### src/rtl/zspi_pkg.sv
// Shared definitions for the zspi SPI master: FSM encoding, SPI mode codes
// and a ceiling-log2 helper used to size the edge counter.
package zspi_pkg;

    typedef enum logic [1:0] {
        ST_IDLE = 2'd0,
        ST_LOAD = 2'd1,
        ST_RUN  = 2'd2,
        ST_FIN  = 2'd3
    } state_t;

    // SPI modes encoded as {cpol, cpha}
    localparam logic [1:0] SPI_MODE0 = 2'b00;
    localparam logic [1:0] SPI_MODE1 = 2'b01;
    localparam logic [1:0] SPI_MODE2 = 2'b10;
    localparam logic [1:0] SPI_MODE3 = 2'b11;

    function automatic int clog2(input int value);
        int result = 0;
        while ((1 << result) < value) result++;
        return result;
    endfunction

endpackage

### src/rtl/zspi_clkgen.sv
// SCK timing for zspi_master: a prescaler that wraps every (div+1) cycles and
// a counter of SCK edges within one transfer (0 .. 2*DW-1).
module zspi_clkgen
    import zspi_pkg::*;
#(
    parameter int DW   = 8,
    parameter int DIVW = 8,
    parameter int EW   = clog2(2 * DW)
) (
    input  logic            clk,
    input  logic            rst,
    input  logic            clr,
    input  logic            en,
    input  logic [DIVW-1:0] div,
    output logic            edge_stb,
    output logic [EW-1:0]   edge_idx,
    output logic            last_edge
);

    localparam logic [EW-1:0] LAST_IDX = EW'(2 * DW - 1);

    logic [DIVW-1:0] pre_q, pre_d;
    logic [EW-1:0]   idx_q, idx_d;

    // Prescaler wraps on equality with div, so div = all-ones never overflows
    always_comb begin
        pre_d     = pre_q;
        idx_d     = idx_q;
        edge_stb  = en && (pre_q == div);
        last_edge = edge_stb && (idx_q == LAST_IDX);
        edge_idx  = idx_q;
        if (clr) begin
            pre_d = '0;
            idx_d = '0;
        end else if (en) begin
            if (edge_stb) begin
                pre_d = '0;
                idx_d = idx_q + EW'(1);
            end else begin
                pre_d = pre_q + DIVW'(1);
            end
        end
    end

    // Counter state registers
    always_ff @(posedge clk or posedge rst) begin
        if (rst) begin
            pre_q <= '0;
            idx_q <= '0;
        end else begin
            pre_q <= pre_d;
            idx_q <= idx_d;
        end
    end

endmodule

### src/rtl/zspi_master.sv
// Parametrised SPI master: configurable word width, runtime divider, all four
// CPOL/CPHA modes, software-controlled chip selects, start/busy/done handshake.
module zspi_master
    import zspi_pkg::*;
#(
    parameter int DW   = 8,
    parameter int NCS  = 2,
    parameter int DIVW = 8
) (
    input  logic            clk,
    input  logic            rst,
    input  logic [DW-1:0]   din,
    input  logic            start,
    input  logic [DIVW-1:0] div,
    input  logic            cpol,
    input  logic            cpha,
    input  logic            cs_we,
    input  logic [NCS-1:0]  cs_din,
    output logic [DW-1:0]   dout,
    output logic            busy,
    output logic            done,
    output logic [NCS-1:0]  cs_n,
    output logic            sck,
    output logic            sdo,
    input  logic            sdi
);

    localparam int EW = clog2(2 * DW);

    state_t          state_q, state_d;
    logic [DW-1:0]   tx_q, tx_d;
    logic [DW-1:0]   rx_q, rx_d;
    logic [DW-1:0]   dout_q, dout_d;
    logic [DIVW-1:0] div_q, div_d;
    logic [1:0]      mode_q, mode_d;
    logic [NCS-1:0]  cs_q, cs_d;
    logic            busy_q, busy_d, done_q, done_d, sck_q, sck_d, sdo_q, sdo_d;

    logic            edge_stb, last_edge, sample_edge;
    logic [EW-1:0]   edge_idx, nsent;
    logic [DW-1:0]   tx_shift;

    zspi_clkgen #(.DW(DW), .DIVW(DIVW), .EW(EW)) u_clkgen (
        .clk       (clk),
        .rst       (rst),
        .clr       (state_q == ST_LOAD),
        .en        (state_q == ST_RUN),
        .div       (div_q),
        .edge_stb  (edge_stb),
        .edge_idx  (edge_idx),
        .last_edge (last_edge)
    );

    // Next-state logic: FSM, serial shifting, SCK/SDO and chip-select updates
    always_comb begin
        state_d = state_q;
        tx_d    = tx_q;
        rx_d    = rx_q;
        dout_d  = dout_q;
        div_d   = div_q;
        mode_d  = mode_q;
        busy_d  = busy_q;
        done_d  = 1'b0;
        sck_d   = sck_q;
        sdo_d   = sdo_q;
        cs_d    = cs_we ? cs_din : cs_q;
        // Sample edges are even for CPHA=0 and odd for CPHA=1, so parity == cpha
        sample_edge = edge_stb && (edge_idx[0] == mode_q[0]);
        // Bits already on the wire before this drive edge; CPHA=0 put the MSB out at start
        nsent    = (edge_idx >> 1) + (mode_q[0] ? EW'(0) : EW'(1));
        tx_shift = tx_q << nsent;
        case (state_q)
            ST_IDLE: begin
                sck_d = cpol;
                sdo_d = 1'b1;
                if (start) begin
                    state_d = ST_LOAD;
                    busy_d  = 1'b1;
                    tx_d    = din;
                    div_d   = div;
                    mode_d  = {cpol, cpha};
                    sdo_d   = cpha ? 1'b1 : din[DW-1];
                end
            end
            ST_LOAD: state_d = ST_RUN;
            ST_RUN: begin
                if (edge_stb) sck_d = ~sck_q;
                if (sample_edge) rx_d = {rx_q[DW-2:0], sdi};
                if (edge_stb && !sample_edge) sdo_d = tx_shift[DW-1];
                if (last_edge) begin
                    state_d = ST_FIN;
                    busy_d  = 1'b0;
                    done_d  = 1'b1;
                    dout_d  = rx_d;
                    sdo_d   = 1'b1;
                end
            end
            default: begin
                state_d = ST_IDLE;
                sdo_d   = 1'b1;
            end
        endcase
    end

    // State and registered outputs
    always_ff @(posedge clk or posedge rst) begin
        if (rst) begin
            state_q <= ST_IDLE;
            tx_q    <= '0;
            rx_q    <= '0;
            dout_q  <= '0;
            div_q   <= '0;
            mode_q  <= SPI_MODE0;
            cs_q    <= '1;
            busy_q  <= 1'b0;
            done_q  <= 1'b0;
            sck_q   <= 1'b0;
            sdo_q   <= 1'b1;
        end else begin
            state_q <= state_d;
            tx_q    <= tx_d;
            rx_q    <= rx_d;
            dout_q  <= dout_d;
            div_q   <= div_d;
            mode_q  <= mode_d;
            cs_q    <= cs_d;
            busy_q  <= busy_d;
            done_q  <= done_d;
            sck_q   <= sck_d;
            sdo_q   <= sdo_d;
        end
    end

    assign dout = dout_q;
    assign busy = busy_q;
    assign done = done_q;
    assign cs_n = cs_q;
    assign sck  = sck_q;
    assign sdo  = sdo_q;

endmodule

### config.mk
export PLATFORM = sky130hd
export DESIGN_NAME = zspi_master
export DESIGN_NICKNAME = d
export VERILOG_FILES = /design/src/rtl/zspi_pkg.sv /design/src/rtl/zspi_clkgen.sv /design/src/rtl/zspi_master.sv
export SDC_FILE = /design/constraint.sdc
export NUM_CORES = 1
export LEC_CHECK = 0
export CAP_MARGIN = 20
export CORE_ASPECT_RATIO = 0.6
export CORE_MARGIN = 4
export CORE_UTILIZATION = 35
export CTS_CLUSTER_SIZE = 10
export DETAILED_ROUTE_END_ITERATION = 7
export PLACE_DENSITY_LB_ADDON = 0.05
export SLEW_MARGIN = 20
export SYNTH_ARGS = -nofsm -noshare
export SYNTH_HDL_FRONTEND = slang
export SYNTH_SLANG_ARGS = --single-unit
export TNS_END_PERCENT = 1
### constraint.sdc
create_clock -name clk -period 4.4 [get_ports clk]
set_clock_uncertainty 0.05 [all_clocks]
set_input_delay 0.88 -clock clk [delete_from_list [all_inputs] [get_ports clk]]
set_output_delay 0.88 -clock clk [all_outputs]
set_load 0.02 [all_outputs]
==> impl_results.md, run 1 <==
* Die Area at ~0.0087 mm²
* Slew Viols, Final at 0
* # resized after CTS at 0
* # diodes at 0
* Initial core utilization at 0.3707
* Min Clock Period, post-route at 2.605 ns
* GRT overflow at 0
* Final wirelength at approximately 5300 µm
* Max-Cap Viols at 0
* Vias in the first global route at approximately 1,700
* Critical Path AT at roughly 2.7 ns
* Gr usage total at 0.1280
* Outcome: finished clean
* Synth-to-Final Area Change at 24.89%
* Largest net degree at the start of global routing at between 50 and 60
* DRC viols at 0
* CTS tree: yes
* Critical Path End Type: flip-flop
* Cell family with most CP delay: simple AND/OR/NAND/NOR gates
* Seq/Total Area, Yosys at 0.5239
* Final Hold Viols at 0
* Post-CTS Hold Buffers at 0
* Slew headroom at 0.5007
* Period utilization at 0.5919
* Lkg Pwr at 1.387 nW
* Slowest cell on the critical path: nor3_1
* Clock Latency Late Sink at slightly below 0.3 ns
* Max Clock Freq at roughly 380 MHz
* DP Wirelength at about 4000 µm
* CTS sink cnt at between 50 and 60
* Critical path origin: state_q[0]
* Final setup violation count at 0
* Antenna violations before repair at 0
* Crit Reg-Reg Endpoint: u_clkgen.edge_idx[0]
* Via count at 1,611
* Syn avg cell area at ~13 µm²
* H-Tree Depth at 2
* Worst R2R Setup Slack at approximately 1.8 ns
* Die width at roughly 120 µm
* Critical path class: flip-flop to flip-flop
* First-pass GRT wire length at around 8700 µm
* Fin nets at between 200 and 300
* Synth Instances at a little under 200
* IO Port Bufs at 38
* Die height at between 70 and 80 µm
* DR pass1 iterations at 4
* Root buffer cell: clkbuf_16
* Pwr dens at slightly above 600 mW/mm²
* Worst min-delay path category: flip-flop to flip-flop
* Worst path required time at between 4 and 5 ns
* Post-Syn Area at about 0.0025 mm²
* # rows at 23
* Synthesized Nets at between 200 and 250
* Crit path to: u_clkgen.edge_idx[0]
* Number of synthesized register bits at between 50 and 60
* Setup bufs post-CTS at 0
* Via density per instance at between 4 and 5
* Cells on Worst Hold Path at 1
* Buf/Inv on CP at 1
* Setup TNS at 0 ns
* Yosys cell types at 39
* DR iter-0 viols at 70
* Worst Path Max Fanout at 10
* Final GP Congestion at roughly 0.84
* Number of routed nets with antenna violations at 0
* CTS buffer count at 5
* Deepest clock path buffer count at 2
* Reg2Reg Depth at 6
* Worst r2r src: state_q[0]
* Top Ports at 39
* CP Cell Sequence: inv_1, ha_1, nand2_1, nor3_1, o21a_1, mux2_2
* Max VDD drop at around 0.19 mV
* CTS clock-pin slew for the worst setup and hold paths at 0.07 ns
* Critical Path Source Type: flip-flop
* Share of cells above drive strength 1 at 0.2585
* Min Hold Slack at ~0.45 ns
* DR WL/cell at around 16 µm
* RSZ-0062 raised after global routing: no
* Worst slew pin tran at about 0.75 ns
* Critical Path Max Stage Delay at between 0.6 and 0.7 ns
* WP depth at 6
* Synthesis Warnings at 0
* Placeable Area at slightly below 0.007 mm²
[power breakdown]
part           switching [mW]  internal (mW)  leakage [nW]  total [mW]
clock network           0.166          0.224        0.0700       0.390
registers               0.160          0.644         0.665       0.804
logic                   0.350          0.395         0.652       0.745
[logic make-up (layout without fill, tap and decap cells)]
group / count (synthesis) / after routing / synth area share
and+or+nand+nor: 45 / 45 / 0.1030
muxes: 42 / 42 / 0.1937
adders and majority gates: 8 / 8 / 0.03943
buffers and inverters: 13 / 54 / 0.02021
xor gates and xnor gates: 17 / 17 / 0.07048
DFF: 53 / 53 / 0.5239
AOI/OAI and AO/OA: 17 / 17 / 0.04929
[per-layer routing]
metal | global-route usage | part of all wire | vias to the layer above | routed length [µm]
met3 | 0.02584 | 0.039 | 7 | 209
met5 | 0 | 0 | - | 0
li1 | - | - | 768 | -
met4 | 0.05065 | 0.014 | 0 | 76
met1 | 0.1926 | 0.54 | 791 | 2869
met2 | 0.1819 | 0.40 | 45 | 2136
[metrics by stage]
| stage | instances | cell area [µm²] | utilization | power (mW) | worst slack [ns] |
|---|---|---|---|---|---|
| floorplan | 195 | 2539 | - | 1.351 | 2.189 |
| global placement | 315 | 3007 | 0.4390 | 1.519 | 1.854 |
| detailed placement | 315 | 3007 | 0.4390 | 1.559 | 1.807 |
| CTS | 322 | 3149 | 0.4598 | 1.951 | 1.807 |
| global route | 323 | 3171 | 0.4629 | 2.064 | 1.570 |
| finish | 323 | 3171 | 0.4629 | 1.939 | 1.795 |
[registers in the layout, summed over array words and instances, names as in the netlist, 2 cells and up]
signal	flops
state_q	2
div_q	8
tx_q	8
cs_n	2
u_clkgen.pre_q	8
rx_q	8
u_clkgen.edge_idx	4
dout	8
[worst register-to-register path: stages (launching register included)]
cell,delay [ns]
dfrtp_1,0.42
inv_1,0.10
ha_1,0.31
nand2_1,0.22
nor3_1,0.63
o21a_1,0.39
mux2_2,0.37
[cells in the mapped netlist]
| cell type | count | area, µm² |
|---|---|---|
| nor3_1 | 3 | 15.01 |
| a21bo_2 | 1 | 10.01 |
| mux2_2 | 37 | 416.7 |
| ha_1 | 8 | 100.1 |
| nor2_1 | 14 | 52.55 |
| or2_2 | 1 | 6.260 |
| a21oi_1 | 3 | 15.01 |
| and3_1 | 3 | 18.77 |
| inv_2 | 1 | 3.750 |
| nor4_1 | 1 | 6.260 |
| a211oi_1 | 1 | 7.510 |
| nand3_1 | 3 | 15.01 |
| mux2i_1 | 3 | 30.03 |
| dfstp_2 | 3 | 78.83 |
| nand4b_1 | 1 | 8.760 |
| a21o_1 | 1 | 7.510 |
| dfrtp_1 | 50 | 1251 |
| or4b_1 | 1 | 10.01 |
| o32ai_1 | 1 | 8.760 |
| xnor2_1 | 8 | 70.07 |
| o21a_1 | 1 | 7.510 |
| nand4_4 | 1 | 21.27 |
| nand2b_1 | 3 | 18.77 |
| o41a_1 | 1 | 11.26 |
| buf_2 | 2 | 10.01 |
| xnor2_2 | 4 | 65.06 |
| a211o_1 | 2 | 17.52 |
| or4b_2 | 1 | 10.01 |
| mux4_2 | 2 | 45.04 |
| nand4_1 | 3 | 18.77 |
| o21ai_0 | 4 | 20.02 |
| nand2_1 | 7 | 26.28 |
| nor2b_1 | 2 | 12.51 |
| xor2_1 | 5 | 43.79 |
| clkbuf_1 | 3 | 11.26 |
| a2bb2oi_1 | 1 | 8.760 |
| inv_1 | 7 | 26.28 |
| nor4_4 | 1 | 21.27 |
| a41o_2 | 1 | 11.26 |
[area by class of cell]
cell class / count / area, µm²
Multi-Input combinational cell: 129 / 1157
Clock buffer: 7 / 142.6
Tap cell: 87 / 108.9
Inverter: 8 / 31.28
Timing Repair Buffer: 39 / 400.4
Sequential cell: 53 / 1330
Fill cell: 621 / 3679
[how the worst min path moves through the flow]
stage	startpoint	endpoint
final	rx_q[7]	rx_q[7]
after global routing	rx_q[7]	rx_q[7]
after CTS	rx_q[7]	rx_q[7]
after detailed placement	rx_q[7]	rx_q[7]
after global placement	rx_q[7]	rx_q[7]
after floorplan	rx_q[7]	rx_q[7]
[layout by cell type (no fill, tap or decap), drive strengths merged, types with 2 or more instances in the layout]
| cell type | n |
|---|---|
| a211o | 2 |
| a21oi | 3 |
| and3 | 3 |
| clkbuf | 7 |
| clkdlybuf4s50 | 38 |
| dfrtp | 50 |
| dfstp | 3 |
| ha | 8 |
| inv | 7 |
| mux2 | 37 |
| mux2i | 3 |
| mux4 | 2 |
| nand2 | 7 |
| nand2b | 3 |
| nand3 | 3 |
| nand4 | 4 |
| nor2 | 14 |
| nor2b | 2 |
| nor3 | 3 |
| nor4 | 2 |
| o21ai | 4 |
| or4b | 2 |
| xnor2 | 12 |
| xor2 | 5 |
No activity file was read; power rests on OpenSTA's default activity.
==> inputs of run 2 (changes only) <==
==> constraint.sdc (replaced) <==
create_clock -name clk -period 2.12 [get_ports clk]
set_clock_uncertainty 0.05 [all_clocks]
set_input_delay 0.424 -clock clk [delete_from_list [all_inputs] [get_ports clk]]
set_output_delay 0.424 -clock clk [all_outputs]
set_load 0.02 [all_outputs]
==> impl_results.md, run 2 (synthesized netlist as in run 1, its figures left out) <==
* Root buffer cell: clkbuf_16 (unchanged)
* Final setup violation count at 0 (unchanged)
* Worst path required time at 2.30 ns (was 4.53 ns)
* Cell family with most CP delay: simple AND/OR/NAND/NOR gates (unchanged)
* Via count at 1,675 (was 1,611)
* RSZ-0062 raised after global routing: yes (was no)
* Gr busiest metal: met1 (unchanged)
* Placeable Area at 0.006849 mm² (unchanged)
* Via density per instance at 4.869 (was 4.988)
* Top Ports at 39 (unchanged)
* Die Area at 0.008725 mm² (unchanged)
* Initial core utilization at 0.3707 (unchanged)
* Buf/Inv on CP at 1 (unchanged)
* Final GP Congestion at 0.8505 (was 0.8408)
* Max Clock Freq at 483.3 MHz (was 383.9 MHz)
* DRC viols at 0 (unchanged)
* Slew headroom at 0.6361 (was 0.5007)
* Min Hold Slack at 0.4494 ns (was 0.4540 ns)
* Final wirelength at 5624 µm (was 5292 µm)
* Met2 Use GR at 0.2042 (was 0.1819)
* Critical path class: flip-flop to flip-flop (unchanged)
* Commonest cells after routing, fill and taps aside: 48 x dfrtp_1, 38 x clkdlybuf4s50_1, 37 x mux2_2, 18 x buf_4, 14 x nor2_1 (was 50 x dfrtp_1, 38 x clkdlybuf4s50_1, 37 x mux2_2, 14 x nor2_1)
* GRT overflow at 0 (unchanged)
* Multi-input logic area at 0.001204 mm² (was 0.001157 mm²)
* CTS tree: yes (unchanged)
* First-pass GRT wire length at 9439 µm (was 8673 µm)
* Setup TNS at 0 ns (unchanged)
* # rows at 23 (unchanged)
* Worst Path Max Fanout at 4 (was 10)
* Final core occ at 0.4989 (was 0.4629)
* Critical Path AT at 2.25 ns (was 2.73 ns)
* # fillers at 597 (was 621)
* Final Hold Viols at 0 (unchanged)
* Deepest clock path buffer count at 2 (unchanged)
* Slew Viols, Final at 0 (unchanged)
* Lkg Pwr at 1.509 nW (was 1.387 nW)
* CP Cell Sequence: xnor2_2, nand3_2, buf_4, nor4_2, or4b_2, a21bo_2 (was inv_1, ha_1, nand2_1, nor3_1, o21a_1, mux2_2)
* Pwr dens at 1302 mW/mm² (was 611.7 mW/mm²)
* DR WL/cell at 16.35 µm (was 16.38 µm)
* CTS clock-pin slew for the worst setup and hold paths at 0.07 ns (about the same)
* Slowest cell on the critical path: or4b_2 (was nor3_1)
* Worst min-delay path category: input port to asynchronous set/reset pin (was flip-flop to flip-flop)
* Place WS at -0.1043 ns (was 1.807 ns)
* Die width at 118.0 µm (unchanged)
* DR iter-0 viols at 65 (was 70)
* Fin nets at 289 (was 269)
* Register Area at 0.001333 mm² (was 0.001330 mm²)
* Min Clock Period, post-route at 2.069 ns (was 2.605 ns)
* Die height at 73.97 µm (unchanged)
* DP Wirelength at 4374 µm (was 4010 µm)
* Max VDD drop at 0.3691 mV (was 0.1936 mV)
* Share of cells above drive strength 1 at 0.3580 (was 0.2585)
* Critical Path End Type: flip-flop (unchanged)
* DR pass1 iterations at 4 (unchanged)
* Vias in the first global route at 1,814 (was 1,736)
* Critical Path Source Type: flip-flop (unchanged)
* H-Tree Depth at 2 (unchanged)
* Antenna violations before repair at 0 (unchanged)
* CTS sink cnt at 53 (unchanged)
* Gr usage total at 0.1426 (was 0.1280)
* Period utilization at 0.9760 (was 0.5919)
* # diodes at 0 (unchanged)
* Most common cell after layout, fill and taps aside: dfrtp_1 (unchanged)
* Outcome: finished clean (unchanged)
* Max-Cap Viols at 0 (unchanged)
* GR met3 Demand/Resource at 0.03723 (was 0.02584)
* Routing usage on met1 at 0.2060 (was 0.1926)
* CTS buffer count at 5 (unchanged)
* IO Port Bufs at 38 (unchanged)
* Number of routed nets with antenna violations at 0 (unchanged)
* Largest net degree at the start of global routing at 23 (was 54)
* Post-route setup slack at 0.05085 ns (was 1.795 ns)
* Synth-to-Final Area Change at 34.60% (was 24.89%)
* Worst slew pin tran at 0.5450 ns (was 0.7471 ns)
* Clock Latency Late Sink at 0.29 ns (about the same)
* Post-CTS Hold Buffers at 0 (unchanged)
* Critical Path Max Stage Delay at 0.61 ns (was 0.63 ns)
==> run 2: layout make-up <==
| cell class | count | share of cell area |
|---|---|---|
| Timing Repair Buffer | 59 | 0.1659 |
| Clock inverter | 1 | 0.008788 |
| Clock buffer | 7 | 0.04174 |
| Tap cell | 87 | 0.03186 |
| Sequential cell | 53 | 0.3900 |
| Inverter | 8 | 0.009520 |
| Multi-Input combinational cell | 129 | 0.3523 |
==> run 2: timing repair <==
item                       4_1_cts  5_1_grt
setup endpoints to repair       12       12
resized for setup                5        6
pin swaps                        1        6
buffers inserted                 0        0
==> run 2: where the power goes <==
part | total (mW) | switching, mW | internal (mW)
clock | 0.937 | 0.347 | 0.590
combinational | 1.92 | 0.873 | 1.04
sequential | 1.60 | 0.254 | 1.34
==> run 2: final timing paths <==
kind	from	slack, ns	cells past startpoint	endpoint
max	div_q[2]	0.05	6	u_clkgen.edge_idx[2]
min in group clk	rx_q[7]	0.45	1	rx_q[7]
min reg2reg	rx_q[7]	0.45	1	rx_q[7]
max reg2reg	div_q[2]	0.05	6	u_clkgen.edge_idx[2]
max in group asynchronous	rst	1.02	3	rx_q[6]
min	rst	0.45	2	rx_q[0]
==> run 2: stage by stage <==
step | power (mW) | cells | area, µm²
after detailed placement | 3.450 | 336 | 3194
after global routing | 4.765 | 344 | 3417
final | 4.450 | 344 | 3417
after global placement | 3.382 | 336 | 3194
after CTS | 4.460 | 344 | 3392
after floorplan | 2.813 | 195 | 2544
==> run 2: worst reg2reg max path, stage by stage, from the launching register on <==
cell	delay, ns
dfrtp_1	0.42
xnor2_2	0.19
nand3_2	0.16
buf_4	0.18
nor4_2	0.20
or4b_2	0.61
a21bo_2	0.20
==> run 2: metal layers <==
| layer | vias to the layer above | wire length, µm |
|---|---|---|
| met4 | 0 | 103 |
| met2 | 35 | 2315 |
| met1 | 822 | 2975 |
| li1 | 810 | - |
| met5 | - | 0 |
| met3 | 8 | 230 |
